===== src/rtl/uart_tx_fifo.sv =====
// UART transmitter fed by a small transmit FIFO; frames go out back to back while data is queued.
// Optional parity bit is compiled in with the UART_TX_PARITY_EN macro.
module uart_tx_fifo #(
  parameter int DBIT       = 8,
  parameter int OVS        = 16,
  parameter int SB_TICK    = 16,
  parameter int FIFO_DEPTH = 4
) (
  input  logic            clk,
  input  logic            rst,
  input  logic            s_tick,
  input  logic            wr_en,
  input  logic [DBIT-1:0] wr_data,
  input  logic            parity_odd,
  output logic            full,
  output logic            empty,
  output logic            busy,
  output logic            tx_done_tick,
  output logic            tx
);

  localparam int TMAX = (OVS > SB_TICK) ? OVS : SB_TICK;
  localparam int TW   = $clog2(TMAX);
  localparam int BW   = $clog2(DBIT);
  localparam int AW   = $clog2(FIFO_DEPTH);
  localparam int CW   = AW + 1;

  // Handshake: a word is accepted on any rising edge with wr_en = 1 and full = 0;
  // writes while full are discarded, there is no back-pressure beyond the full flag.
  typedef enum logic [2:0] {
    IDLE,
    START,
    DATA,
`ifdef UART_TX_PARITY_EN
    PARITY,
`endif
    STOP
  } state_t;

  state_t          state_q, state_d;
  logic [TW-1:0]   tick_q, tick_d;
  logic [BW-1:0]   bit_q, bit_d;
  logic [DBIT-1:0] shift_q, shift_d;
  logic            tx_q, tx_d;
  logic            par_q, par_d;

  logic [DBIT-1:0] mem_q [FIFO_DEPTH];
  logic [AW-1:0]   wr_ptr_q, wr_ptr_d, rd_ptr_q, rd_ptr_d;
  logic [CW-1:0]   count_q, count_d;
  logic            full_q, full_d, empty_q, empty_d;
  logic            push, pop, load, done;

  assign push = wr_en && !full_q;

  always_comb begin
    wr_ptr_d = push ? wr_ptr_q + AW'(1) : wr_ptr_q;
    rd_ptr_d = pop ? rd_ptr_q + AW'(1) : rd_ptr_q;
    count_d  = count_q + CW'(push) - CW'(pop);
    full_d   = (count_d == CW'(FIFO_DEPTH));
    empty_d  = (count_d == '0);
  end

  always_ff @(posedge clk) begin
    if (push) mem_q[wr_ptr_q] <= wr_data;
  end

  always_comb begin
    state_d = state_q;
    tick_d  = tick_q;
    bit_d   = bit_q;
    shift_d = shift_q;
    par_d   = par_q;
    tx_d    = 1'b1;
    load    = 1'b0;
    pop     = 1'b0;
    done    = 1'b0;
    // tx is registered from the current state, so the line follows the FSM by one clk.
    case (state_q)
      IDLE: load = !empty_q;
      START: begin
        tx_d = 1'b0;
        if (s_tick) begin
          if (tick_q == TW'(OVS - 1)) begin
            tick_d  = '0;
            state_d = DATA;
          end else tick_d = tick_q + TW'(1);
        end
      end
      DATA: begin
        tx_d = shift_q[0];
        if (s_tick) begin
          if (tick_q == TW'(OVS - 1)) begin
            tick_d  = '0;
            shift_d = shift_q >> 1;
            if (bit_q == BW'(DBIT - 1)) begin
              bit_d = '0;
`ifdef UART_TX_PARITY_EN
              state_d = PARITY;
`else
              state_d = STOP;
`endif
            end else bit_d = bit_q + BW'(1);
          end else tick_d = tick_q + TW'(1);
        end
      end
`ifdef UART_TX_PARITY_EN
      PARITY: begin
        tx_d = par_q;
        if (s_tick) begin
          if (tick_q == TW'(OVS - 1)) begin
            tick_d  = '0;
            state_d = STOP;
          end else tick_d = tick_q + TW'(1);
        end
      end
`endif
      STOP: begin
        if (s_tick) begin
          if (tick_q == TW'(SB_TICK - 1)) begin
            done    = 1'b1;
            tick_d  = '0;
            state_d = IDLE;
            load    = !empty_q;
          end else tick_d = tick_q + TW'(1);
        end
      end
      default: state_d = IDLE;
    endcase
    // Shared frame launch from IDLE or straight out of STOP for back-to-back frames.
    if (load) begin
      pop     = 1'b1;
      shift_d = mem_q[rd_ptr_q];
      par_d   = (^mem_q[rd_ptr_q]) ^ parity_odd;
      tick_d  = '0;
      bit_d   = '0;
      state_d = START;
    end
  end

`ifndef UART_TX_PARITY_EN
  logic unused_par;
  assign unused_par = par_q;
`endif

  always_ff @(posedge clk or posedge rst) begin
    if (rst) begin
      state_q  <= IDLE;
      tick_q   <= '0;
      bit_q    <= '0;
      shift_q  <= '0;
      par_q    <= 1'b0;
      tx_q     <= 1'b1;
      wr_ptr_q <= '0;
      rd_ptr_q <= '0;
      count_q  <= '0;
      full_q   <= 1'b0;
      empty_q  <= 1'b1;
    end else begin
      state_q  <= state_d;
      tick_q   <= tick_d;
      bit_q    <= bit_d;
      shift_q  <= shift_d;
      par_q    <= par_d;
      tx_q     <= tx_d;
      wr_ptr_q <= wr_ptr_d;
      rd_ptr_q <= rd_ptr_d;
      count_q  <= count_d;
      full_q   <= full_d;
      empty_q  <= empty_d;
    end
  end

  assign full         = full_q;
  assign empty        = empty_q;
  assign busy         = (state_q != IDLE);
  assign tx_done_tick = done;
  assign tx           = tx_q;

endmodule


===== config.mk =====
export PLATFORM = sky130hd
export DESIGN_NAME = uart_tx_fifo
export DESIGN_NICKNAME = d
export VERILOG_FILES = /design/src/rtl/uart_tx_fifo.sv
export SDC_FILE = /design/constraint.sdc
export NUM_CORES = 1
export LEC_CHECK = 0
export BUFFER_PORTS_ARGS = -buffer_cell sky130_fd_sc_hd__buf_2
export CORE_UTILIZATION = 49
export CTS_CLUSTER_SIZE = 24
export DETAILED_ROUTE_END_ITERATION = 10
export PLACE_DENSITY = 0.67
export SYNTH_ARGS = -nofsm -noshare
export SYNTH_HDL_FRONTEND = slang
export SYNTH_SLANG_ARGS = --single-unit

===== constraint.sdc =====
create_clock -name clk -period 4.9 [get_ports clk]
set_clock_uncertainty 0.1 [all_clocks]
set_input_delay 0.98 -clock clk [delete_from_list [all_inputs] [get_ports clk]]
set_output_delay 0.98 -clock clk [all_outputs]
set_load 0.03 [all_outputs]

After elaboration in Yosys (flattened, before gate mapping)
Memories as Yosys holds them, arrays and structs flattened.
Cells that the tools add are included.

storage, ports and cells
  register bits = 28
  RAM bits = 32
  memories kept = 1

operators by class
  add/subtract/negate cells = 6
  eq/ne operators = 14
  muxes and demuxes = 32
  reduce and logical (&&, ||, !) cells = 14

memory list
  memory  words  width  read ports  clocked after memory_dff  write ports  line  source
  mem_q   4      8      1           0                         1            47    logic [DBIT-1:0] mem_q [FIFO_DEPTH];

operators with widths
  operator                                       count
  two-way mux 3 bit                              13
  two-way mux 8 bit                              4
  != test 3 bit, second input constant           7
  two-way mux 4 bit                              4
  one-hot mux 3 bit (4 select lines)             1
  two-way mux 1 bit                              8
  AND reduction 8 bit                            1
  nonzero test 2 bit                             4
  == test 3 x 2 -> 1 bit, second input constant  2
  == test 3 bit, second input constant           2
  zero test 3 bit                                2
  adder 2 x 1 -> 2 bit, second input constant    2
  adder 4 x 1 -> 4 bit, second input constant    1
  == test 4 bit, second input constant           1
  one-hot mux 1 bit (2 select lines)             2
  adder 3 x 1 -> 3 bit                           1
  adder 3 x 1 -> 3 bit, second input constant    1
  == test 3 x 1 -> 1 bit, second input constant  1
  AND reduction 3 bit                            1
  nonzero test 3 bit                             1
  OR reduction 3 bit                             1
  subtractor 3 x 1 -> 3 bit                      1
  zero test 1 bit                                2
  != test 2 bit, second input constant           1
  2 further kinds                                2

Depth between registers and ports, before layout
  depth after elaboration = 7
  depth in mapped cells = 13

Worst setup path before layout
OpenSTA, ideal clock, no wires.

  path kind = input-to-reg
  start point = in s_tick
  end point = reg full_q, in the netlist full
  library setup time = 88 ps
  arrival = 2,985 ps
  path slack = 1,727 ps
  stages on the path = 12
  path buffers = 2
  cells stage by stage = and4_1 > buf_4 > and2_4 > o21ai_2 > buf_6 > xnor2_1 > ha_1 > inv_1 > fa_1 > xnor2_1 > xnor2_1 > nor3b_1

between the ends
  word-level cells in the longest chain between the ends = 5

ends and longest elaborated chain
  item                                line  source
  start, declared                     11    input logic s_tick,
  two-way mux 1 bit                   118   if (s_tick) begin
  one-hot mux 1 bit (2 select lines)  78    case (state_q)
  two-way mux 1 bit                   130   if (load) begin
  subtractor 3 x 1 -> 3 bit           58    count_d = count_q + CW'(push) - CW'(pop);
  via count_d[2]                      49    logic [CW-1:0] count_q, count_d;
  == test 3 bit                       59    full_d = (count_d == CW'(FIFO_DEPTH));
  via full_d                          50    logic full_q, full_d, empty_q, empty_d;
  end signal, assigned                168   full_q <= full_d;
  end, declared                       50

The timed path passes the listed nets, and every way through them passes these cells.
A chain may end at the register's enable or synchronous reset.

Final worst setup path
Same ends and word-level chain as after synthesis.

==> impl_metrics.json <==
{
  "via_count": 1493,
  "period_share_pct": 65.8,
  "crit_path_end": "full",
  "ys_ff_latch": 59,
  "drv_slew": 0,
  "r2r_start": "state_q[0]",
  "clk_latency_ns": 0.34,
  "vdd_drop_max_uv": 280,
  "yosysUniqueCellTypes": 38,
  "syn_nets": 212,
  "setup_ws_ns": 1.67,
  "cap_violations": 0,
  "endpoint_kind": "flip-flop",
  "grt_setup_unrepaired": "false",
  "cp_top_family": "simple AND/OR/NAND/NOR gates",
  "cts_hold_buffers": 0,
  "grt_pass1_wl_mm": 7.23,
  "syn_area_per_cell_um2": 14.3,
  "n_antenna_cell": 0,
  "slowest_stage": "o21ai_2",
  "crit_path_start_kind": "input pin",
  "dr.pass1.iters": 4,
  "status": "completed",
  "cts_resized": 0,
  "coreArea_mm2": 0.00517,
  "cts_made_buffers": 9,
  "fp.dieW_um": 75.7,
  "drive_gt1_share_pct": 18.7,
  "post_cts.repair.setup_buffers": 0,
  "dpl.hpwl_mm": 2.94,
  "wirelength_mm": 4.30,
  "yosys-top-cells-area": "edfxtp_1 (36%), dfrtp_1 (23%), mux4_1 (6.9%)",
  "max_stage_delay_ns": 0.41,
  "num-fill-cells": 403,
  "grt_pass1_vias": 1494,
  "crit_start": "s_tick",
  "syn_area_mm2": 0.00266,
  "worstPathRequired_ns": 5.05,
  "slew_headroom_pct": 31.6,
  "die_area_mm2": 0.00573,
  "finalSetupTns_ns": 0,
  "placed_area_mm2": 0.00278,
  "multi_input_area_um2": 937,
  "r2r-end": "full",
  "ioPinCount": 18,
  "finalInstanceArea_mm2": 0.00296,
  "initial_core_util_pct": 51.5,
  "fp-row-count": 26,
  "netlist.area_leader.share_pct": 36.1,
  "r2r_slack_ns": 1.70,
  "path_common_cell": "xnor2_1",
  "drtAntennaViolNets": 0,
  "wl_per_cell_um": 15.4,
  "synthArstFlopShare_pct": 45.8,
  "grtUsageTotal_pct": 18.4,
  "critPathArrivalTime_ns": 3.38,
  "antenna_found_initial": 0,
  "synth-edff-count": 32,
  "area_growth_pct": 11.1,
  "hold_ws_ns": 0.386,
  "grt_max_degree": 28,
  "cts-root-buf": "clkbuf_8",
  "cts_sinks": 59,
  "hold_viol": 0,
  "critical_path.cell_chain": "buf_2 > and4_1 > and2_4 > o21ai_2 > xnor2_1 > ha_1 > inv_1 > fa_1 > xnor2_1 > xnor2_1 > nor3b_1",
  "syn_inst": 186,
  "vias_per_cell": 5.35,
  "cts.path.max_buffers": 2,
  "seqCellArea_mm2": 0.00164,
  "ys_warn_count": 0,
  "gp_congestion": 0.729,
  "fmax_mhz": 310,
  "htree_levels": 3,
  "power_density_mw_per_mm2": 620,
  "synth_top_area_cell": "edfxtp_1",
  "reg2reg_depth": 11,
  "die_h_um": 75.7,
  "portBuffers": 16,
  "worstMarginPinSlew_ns": 1.02,
  "ys_seq_area_share_pct": 61.6,
  "crit_type": "input pin to flip-flop",
  "pre_cts_ws_ns": 1.32,
  "path_clk_slew_ns": 0.06,
  "drc": 0,
  "grt_overflow": 0,
  "nets": 231,
  "tritoncts": "built",
  "hp-class": "flip-flop to flip-flop",
  "path_depth": 11,
  "leakage_uw": 0.00121,
  "synth_ff_type": "edfxtp_1",
  "drt_iter0_drc": 78,
  "path_buf_inv": 2,
  "setup_violations": 0,
  "period_minus_slack_ns": 3.23,
  "cp_max_fo": 11
}
==> cell families after synthesis <==
family	after synthesis	synth area share (%)
compound gates	29	7.05
xor+xnor	7	2.30
fa+ha+maj	13	6.39
buf+inv	17	3.24
flops	59	61.6
mux	16	10.8
simple gates	45	8.69
==> metal layers <==
metal	global-route usage [%]	vias up	wire, um
met1	22.1	727	1840
met5	0	-	0
met4	7.41	0	76
met3	7.14	12	190
li1	-	725	-
met2	30.0	29	2190
==> where the power goes <==
group | switching [uW] | leakage, uW | internal (uW)
sequential | 97.2 | 0.000620 | 681
clock | 182 | 0.0000862 | 227
combinational | 369 | 0.000504 | 278
==> Yosys cell counts (all sizes together) (3+ instances only) <==
cell type   n
nand3       3
o21ai       5
nor2        5
xnor2       5
inv         9
ha         12
buf         4
edfxtp     32
clkbuf      4
and2        5
a21oi      17
dfrtp      25
nor3        8
mux4        8
mux2i       8
nand2      13
==> per-stage QoR <==
stage / instances / power (uW) / util [%]
2_1_floorplan: 186 / 1310 / -
3_3_place_gp: 264 / 1400 / 53.7
3_5_place_dp: 264 / 1440 / 53.7
4_1_cts: 279 / 1850 / 57.2
5_1_grt: 279 / 1960 / 57.2
6_report: 279 / 1830 / 57.2
==> cell usage in the layout (no fill, tap or decap), types with 2 or more instances in the layout <==
cell type    n
clkinvlp_4   2
clkinv_1     2
xnor2_1      5
nand4_1      2
or3_1        2
nand3_1      3
mux2i_1      8
a21oi_2      2
inv_1        9
nor3b_1      2
nor2b_1      2
nor2_1       5
dfrtp_1     25
ha_1        12
a21oi_1     15
nand2_1     13
dfstp_2      2
buf_2       16
edfxtp_1    32
nor3_1       8
xor2_1       2
mux4_1       7
and2_1       4
clkbuf_8     9
o21ai_0      4
==> worst reg2reg max path, stage by stage, from the launching register on <==
cell and delay [ns]:
dfrtp_1 0.39, inv_1 0.10, ha_1 0.33, nor2_1 0.46
o21ai_2 0.29, xnor2_1 0.24, ha_1 0.16, inv_1 0.05
fa_1 0.39, xnor2_1 0.15, xnor2_1 0.23, nor3b_1 0.22
==> registers in the layout, summed over array words and instances (netlist names) <==
name,flops
full,1
tx,1
state_q,2
rd_ptr_q,2
empty,1
mem_q,32
tick_q,4
bit_q,3
wr_ptr_q,2
shift_q,8
count_q,3
==> layout make-up <==
| class | count | area share, % |
|---|---|---|
| tap | 70 | 2.96 |
| inverter | 9 | 1.14 |
| multi-input combinational | 110 | 31.7 |
| timing repair buffer | 16 | 2.71 |
| clock buffer | 9 | 4.19 |
| sequential | 59 | 55.4 |
| clock inverter | 6 | 1.95 |
==> how the worst min path moves through the flow <==
stage | startpoint | end | slack (ns) | cells past startpoint
floorplan | count_q[2] | count_q[2] | 0.36 | 1
global placement | count_q[2] | count_q[2] | 0.37 | 1
detailed placement | shift_q[0] | tx | 0.38 | 2
CTS | shift_q[0] | tx | 0.39 | 2
global route | count_q[2] | count_q[2] | 0.45 | 1
finish | shift_q[0] | tx | 0.39 | 2
No activity file was read; power rests on OpenSTA's default activity.
